**config.mk**
```make
export PLATFORM = sky130hd
export DESIGN_NAME = sram_bus_arbiter
export DESIGN_NICKNAME = d
export VERILOG_FILES = /design/src/rtl/sram_bus_arbiter.sv
export SDC_FILE = /design/constraint.sdc
export NUM_CORES = 1
export LEC_CHECK = 0
export CORE_ASPECT_RATIO = 0.75
export CORE_MARGIN = 2
export CORE_UTILIZATION = 45
export DETAILED_ROUTE_END_ITERATION = 16
export PLACE_DENSITY = 0.86
export SYNTH_ARGS = -nofsm -noshare
export SYNTH_HDL_FRONTEND = slang
export SYNTH_SLANG_ARGS = --single-unit
```
**constraint.sdc**
```tcl
create_clock -name clk -period 4.09 [get_ports clk]
set_clock_uncertainty 0.2 [all_clocks]
set_input_delay 0.818 -clock clk [delete_from_list [all_inputs] [get_ports clk]]
set_output_delay 0.818 -clock clk [all_outputs]
set_load 0.005 [all_outputs]
```
**src/rtl/sram_bus_arbiter.sv**
```systemverilog
// Two-port (fetch/data) arbiter driving one asynchronous SRAM through an IDLE/ACCESS/HOLD/DONE sequence.
// Optional SRAM_ARB_ROUND_ROBIN_EN replaces fixed data priority with last-owner tie breaking.
module sram_bus_arbiter #(
   parameter int unsigned WAIT_CYCLES = 1,
   parameter int unsigned ADDR_W      = 20
) (
   input  logic              clk,
   input  logic              rst,
   input  logic              inst_req_i,
   input  logic [ADDR_W-1:0] inst_addr_i,
   output logic [31:0]       inst_rdata_o,
   output logic              inst_ready_o,
   input  logic              data_req_i,
   input  logic              data_we_i,
   input  logic [3:0]        data_be_i,
   input  logic [ADDR_W-1:0] data_addr_i,
   input  logic [31:0]       data_wdata_i,
   output logic [31:0]       data_rdata_o,
   output logic              data_ready_o,
   output logic              stall_o,
   output logic [ADDR_W-1:0] sram_addr_o,
   output logic              sram_ce_n_o,
   output logic              sram_oe_n_o,
   output logic              sram_we_n_o,
   output logic [3:0]        sram_be_n_o,
   output logic [31:0]       sram_wdata_o,
   output logic              sram_drive_o,
   input  logic [31:0]       sram_rdata_i
);

   typedef enum logic [1:0] {IDLE, ACCESS, HOLD, DONE} state_t;

   localparam logic [3:0] CNT_INIT = 4'(WAIT_CYCLES - 1);

   state_t            state_q, state_d;
   logic [3:0]        cnt_q, cnt_d;
   logic              owner_q, owner_d;
   logic              we_q, we_d;
   logic [3:0]        be_q, be_d;
   logic [ADDR_W-1:0] addr_q, addr_d;
   logic [31:0]       wdata_q, wdata_d;
   logic              ce_n_q, ce_n_d;
   logic              oe_n_q, oe_n_d;
   logic              we_n_q, we_n_d;
   logic [3:0]        be_n_q, be_n_d;
   logic              drive_q, drive_d;
   logic [31:0]       inst_rdata_q, inst_rdata_d;
   logic [31:0]       data_rdata_q, data_rdata_d;
   logic              inst_ready_q, inst_ready_d;
   logic              data_ready_q, data_ready_d;

   logic gnt_any, gnt_data, gnt_wr;

`ifdef SRAM_ARB_ROUND_ROBIN_EN
   // last_q: 1 = data port owned the previous grant, 0 = fetch port
   logic last_q, last_d;
   assign gnt_data = data_req_i & (~inst_req_i | ~last_q);
`else
   assign gnt_data = data_req_i;
`endif

   assign gnt_any = data_req_i | inst_req_i;
   assign gnt_wr  = gnt_data & data_we_i;
   assign stall_o = (inst_req_i & ~inst_ready_q) | (data_req_i & ~data_ready_q);

   always_comb begin
      state_d      = state_q;
      cnt_d        = cnt_q;
      owner_d      = owner_q;
      we_d         = we_q;
      be_d         = be_q;
      addr_d       = addr_q;
      wdata_d      = wdata_q;
      ce_n_d       = 1'b1;
      oe_n_d       = 1'b1;
      we_n_d       = 1'b1;
      be_n_d       = 4'hF;
      drive_d      = 1'b0;
      inst_rdata_d = inst_rdata_q;
      data_rdata_d = data_rdata_q;
      inst_ready_d = 1'b0;
      data_ready_d = 1'b0;
`ifdef SRAM_ARB_ROUND_ROBIN_EN
      last_d       = last_q;
`endif
      case (state_q)
         IDLE: begin
            if (gnt_any) begin
               state_d = ACCESS;
               cnt_d   = CNT_INIT;
               owner_d = gnt_data;
               we_d    = gnt_wr;
               be_d    = data_be_i;
               addr_d  = gnt_data ? data_addr_i : inst_addr_i;
               wdata_d = gnt_data ? data_wdata_i : wdata_q;
               ce_n_d  = 1'b0;
               if (gnt_wr) begin
                  we_n_d  = 1'b0;
                  be_n_d  = ~data_be_i;
                  drive_d = 1'b1;
               end else begin
                  oe_n_d = 1'b0;
                  be_n_d = 4'h0;
               end
`ifdef SRAM_ARB_ROUND_ROBIN_EN
               last_d = gnt_data;
`endif
            end
         end
         ACCESS: begin
            if (cnt_q == 4'd0) begin
               if (we_q) begin
                  // write hold: strobe released while address/data/bus stay driven
                  state_d = HOLD;
                  ce_n_d  = 1'b0;
                  be_n_d  = ~be_q;
                  drive_d = 1'b1;
               end else begin
                  state_d      = DONE;
                  inst_ready_d = ~owner_q;
                  data_ready_d = owner_q;
                  if (owner_q) data_rdata_d = sram_rdata_i;
                  else         inst_rdata_d = sram_rdata_i;
               end
            end else begin
               cnt_d  = cnt_q - 4'd1;
               ce_n_d = 1'b0;
               if (we_q) begin
                  we_n_d  = 1'b0;
                  be_n_d  = ~be_q;
                  drive_d = 1'b1;
               end else begin
                  oe_n_d = 1'b0;
                  be_n_d = 4'h0;
               end
            end
         end
         HOLD: begin
            state_d      = DONE;
            inst_ready_d = ~owner_q;
            data_ready_d = owner_q;
         end
         DONE: state_d = IDLE;
         default: state_d = IDLE;
      endcase
   end

   always_ff @(posedge clk) begin
      if (rst) begin
         state_q      <= IDLE;
         cnt_q        <= 4'd0;
         owner_q      <= 1'b0;
         we_q         <= 1'b0;
         be_q         <= 4'h0;
         addr_q       <= '0;
         wdata_q      <= 32'h0;
         ce_n_q       <= 1'b1;
         oe_n_q       <= 1'b1;
         we_n_q       <= 1'b1;
         be_n_q       <= 4'hF;
         drive_q      <= 1'b0;
         inst_rdata_q <= 32'h0;
         data_rdata_q <= 32'h0;
         inst_ready_q <= 1'b0;
         data_ready_q <= 1'b0;
`ifdef SRAM_ARB_ROUND_ROBIN_EN
         last_q       <= 1'b0;
`endif
      end else begin
         state_q      <= state_d;
         cnt_q        <= cnt_d;
         owner_q      <= owner_d;
         we_q         <= we_d;
         be_q         <= be_d;
         addr_q       <= addr_d;
         wdata_q      <= wdata_d;
         ce_n_q       <= ce_n_d;
         oe_n_q       <= oe_n_d;
         we_n_q       <= we_n_d;
         be_n_q       <= be_n_d;
         drive_q      <= drive_d;
         inst_rdata_q <= inst_rdata_d;
         data_rdata_q <= data_rdata_d;
         inst_ready_q <= inst_ready_d;
         data_ready_q <= data_ready_d;
`ifdef SRAM_ARB_ROUND_ROBIN_EN
         last_q       <= last_d;
`endif
      end
   end

   assign sram_addr_o  = addr_q;
   assign sram_wdata_o = wdata_q;
   assign sram_ce_n_o  = ce_n_q;
   assign sram_oe_n_o  = oe_n_q;
   assign sram_we_n_o  = we_n_q;
   assign sram_be_n_o  = be_n_q;
   assign sram_drive_o = drive_q;
   assign inst_rdata_o = inst_rdata_q;
   assign data_rdata_o = data_rdata_q;
   assign inst_ready_o = inst_ready_q;
   assign data_ready_o = data_ready_q;

endmodule

```
==> out/summary.md <==
The run finished with clean final reports. The synthesized design contains 138 register bits. The path type of the worst setup path is input port to output port.

The per-cell via count in the routed design came out at 5.42. Slew at the pin with the worst max-slew slack: 1140 ps. The power density over the cells is 598 nW/um^2, and the data required time at the worst endpoint is 3070 ps.

In the synthesized netlist the dominant register cell turns out to be sky130_fd_sc_hd__dfxtp_1. Measured against its own limit, the worst slew margin works out to 23.9%. The tools report the number of hold violations in the final report as 0.

In this run switching power makes up 33.3% of total power. The share of total power dissipated in combinational logic is 34.6%. TritonCTS built the clock tree. The logs give 0 for the count of nets left with antenna violations after detail routing and 0 for the quantity of gates resized following cts.

The clock-pin slew of the registers on the worst-case setup and hold paths was 60 ps. The class of the tightest hold or removal check is register to register. The clock tree synthesis step divided the H-tree into 4 levels. The tools report the kind of end point of the critical path as an output port. The shortest clock period the worst path allows after layout is 3190 ps, and the number of ports placed on the die boundary is 240. The final critical path takes up 78.0% of the cycle.

Detailed placement finished with a half-perimeter wire length of 11.1 mm. Counting along the longest clock path gives a buffer depth of 2. Proportion of register bits with asynchronous set or reset after synthesis: 0%. The die covers 12900 sq um. The share of layout cells above drive strength 1 is 5.40%, and the number of antenna violations at the first check in global routing is 0.

In this run, synthesis inferred 0 flip-flops with an integrated enable. The count of placed standard cells in the final layout, fillers left out is 1014. The worst hold slack was 260 ps; the number of DRC markers after the initial detailed-route iteration was 298. During synthesis, Yosys emitted a total of 0 warnings. Wires add up to 16.3 mm.

sky130_fd_sc_hd__dfxtp_1 takes more of the synthesized area than any other cell. For the starting utilization of the core area, the log shows 46.3%. After detailed routing, the number of remaining DRC violations is 0.

Buffers inserted to repair hold after CTS numbered 0. The total vias in the final route is 5496, and the standard-cell row count is 34. The via count of the first global-routing pass is 5270, and the setup fix buffers added after clock tree synthesis is 0. Of the total power, the clock network draws 29.8%. The fill cell instance count of the final layout is 860. The analysis attributes to net switching a power of 1.66 mW. Setup repair after global routing left no endpoint under its margin.

The share of the synthesized area in the top cell type works out to 51.4%. The cell area that synthesis handed to floorplanning was 5380 sq um. The first element of the critical path was inst_req_i. In the post-synthesis netlist, the biggest area contributors are sky130_fd_sc_hd__dfxtp_1 51%, sky130_fd_sc_hd__a21oi_1 9.8%, sky130_fd_sc_hd__o21ai_0 6.4%. The tools report the source of the worst hold timing path as sram_wdata_o[14]$_SDFFE_PP0P_.

Area growth from synthesis to final layout: 55.3%. The logic depth of the worst register-to-register path was 5. The arrival time at the worst endpoint was 2170 ps; the weighted congestion at the end of routability-driven global placement was 0.765.

For the number of diodes added for antenna fixing, the log shows 0. CTS placed an instance of sky130_fd_sc_hd__clkbuf_16 at the clock tree root. The logs give 0.355 mV for the worst-case vdd ir drop and 0 for the max-cap check violation count.

The worst register-to-register path begins at state_q[1]$_SDFFE_PP0P_. The die height was 98.7 um. The average cell area after synthesis came out at 8.51 sq um. The maximum net fanout on the critical path was 4; the static leakage power was 2.98 nW. sky130_fd_sc_hd__dfxtp_1 is the most common cell in the netlist. For the post-layout net count, the log shows 957. The critical path startpoint category is an input port. After synthesis, flip-flops and latches occupy 51.4% of the total area.

The total overflow left after global routing is 0. The number of clock buffers added by TritonCTS is 17. Internal power summed over all cells: 3.33 mW. For the combined global-route utilization of all metal layers, the log shows 25.0%.

The number of placed instances, taps included is 982. After floorplanning, the core was sized to cover 11600 sq um. The port buffer count was 239. The total of endpoints with negative setup slack in the final report was 0.

Counting instances, the worst hold path has a depth of 2. The worst setup slack for register-to-register paths came out at 1650 ps. Timing would allow up to 313 MHz.

Entering global routing, the biggest net connects 87 pins. The logs give 0 ps for the sum of negative setup slack and 39 for the count of different cell masters after synthesis. The final max-slew violation count is 0. The first global-routing pass estimated 25.7 mm of wire. The tools report the post-synthesis cell count as 632.

In the final routed layout, each cell accounts on average for 16.1 um. The commonest cells after synthesis are 138 x sky130_fd_sc_hd__dfxtp_1, 105 x sky130_fd_sc_hd__a21oi_1, 80 x sky130_fd_sc_hd__nand2_1. In this run the horizontal extent of the chip is 130 um. The tools report the sequential group share of total power as 35.5%. The pre-antenna-repair detailed-routing pass consisted of 5 iterations. The number of nets handed over by synthesis was 750. Insertion delay of the later-clocked pin in the worst-skew pair: 410 ps.

CTS saw 138 sinks.
[metrics by stage]
| stage | area [sq um] | power (mW) | setup slack (ps) | util [%] |
|---|---|---|---|---|
| after floorplan | 5380 | 2.70 | 1630 | - |
| after global placement | 7780 | 3.45 | 929 | 67.0 |
| after detailed placement | 7780 | 3.52 | 912 | 67.0 |
| after CTS | 8350 | 5.02 | 913 | 71.9 |
| after global routing | 8350 | 5.27 | 834 | 71.9 |
| final | 8350 | 4.99 | 899 | 71.9 |
[final timing paths]
check / endpoint
worst max-delay path: stall_o
worst min-delay path: sram_wdata_o[14]$_SDFFE_PP0P_
worst max register to register: sram_be_n_o[2]$_SDFF_PP1_
worst min register to register: sram_wdata_o[14]$_SDFFE_PP0P_
[critical path, stage by stage]
cell and delay [ps]:
sky130_fd_sc_hd__clkdlybuf4s50_1 600, sky130_fd_sc_hd__inv_1 70, sky130_fd_sc_hd__o22ai_1 160, sky130_fd_sc_hd__clkdlybuf4s50_1 530
[cells in the final DEF, fill, tap and decap left out, types with 8 or more instances in the layout]
cell type | Yosys | layout
sky130_fd_sc_hd__inv_1 | 10 | 10
sky130_fd_sc_hd__mux2i_1 | 21 | 21
sky130_fd_sc_hd__a211oi_1 | 21 | 21
sky130_fd_sc_hd__a21oi_1 | 105 | 105
sky130_fd_sc_hd__dfxtp_1 | 138 | 138
sky130_fd_sc_hd__o21ai_0 | 69 | 69
sky130_fd_sc_hd__nor2_1 | 24 | 23
sky130_fd_sc_hd__clkbuf_16 | 0 | 17
sky130_fd_sc_hd__nand3_1 | 66 | 66
sky130_fd_sc_hd__buf_4 | 5 | 8
sky130_fd_sc_hd__clkdlybuf4s50_1 | 0 | 238
sky130_fd_sc_hd__nand2_1 | 80 | 80
[kinds of logic after synthesis]
| family | synth area share (%) |
|---|---|
| AO/OA/AOI/OAI | 21.8 |
| AND/OR/NAND/NOR | 16.3 |
| flip-flops | 51.4 |
| buffers and inverters | 5.47 |
| multiplexers | 3.91 |
| adder cells (fa/ha/maj) | 1.16 |
[final cells by class]
type                       count  area [sq um]  share of cell area [%]
timing repair buffer         246          2440                    29.2
inverter                      10          37.5                   0.449
tap                          162           203                    2.43
clock buffer                  18           429                    5.14
sequential                   138          2760                    33.1
multi-input combinational    426          2330                    27.9
clock inverter                14           148                    1.77
[power groups by stage]
| stage | combinational (mW) | clock (mW) | sequential (mW) |
|---|---|---|---|
| 3_5_place_dp | 1.72 | 0 | 1.80 |
| 3_3_place_gp | 1.67 | 0 | 1.78 |
| 2_1_floorplan | 0.899 | 0 | 1.80 |
| 5_1_grt | 1.90 | 1.57 | 1.80 |
| 6_report | 1.73 | 1.49 | 1.77 |
| 4_1_cts | 1.74 | 1.51 | 1.77 |
[flip-flops by register name (all words and copies together) (netlist names), 2 cells and up]
signal        cells
sram_wdata_o     32
inst_rdata_o     32
data_rdata_o     32
sram_addr_o      20
be_q              4
state_q           2
cnt_q             4
sram_be_n_o       4
[layer usage]
| metal | up-vias | routed length, um | global-route usage [%] |
|---|---|---|---|
| li1 | 2632 | - | - |
| met1 | 2581 | 6520 | 29.7 |
| met2 | 247 | 7850 | 41.3 |
| met3 | 36 | 1520 | 8.25 |
| met4 | 0 | 391 | 10.7 |
| met5 | - | 0 | 0 |
(Power assumes the default switching activity.)
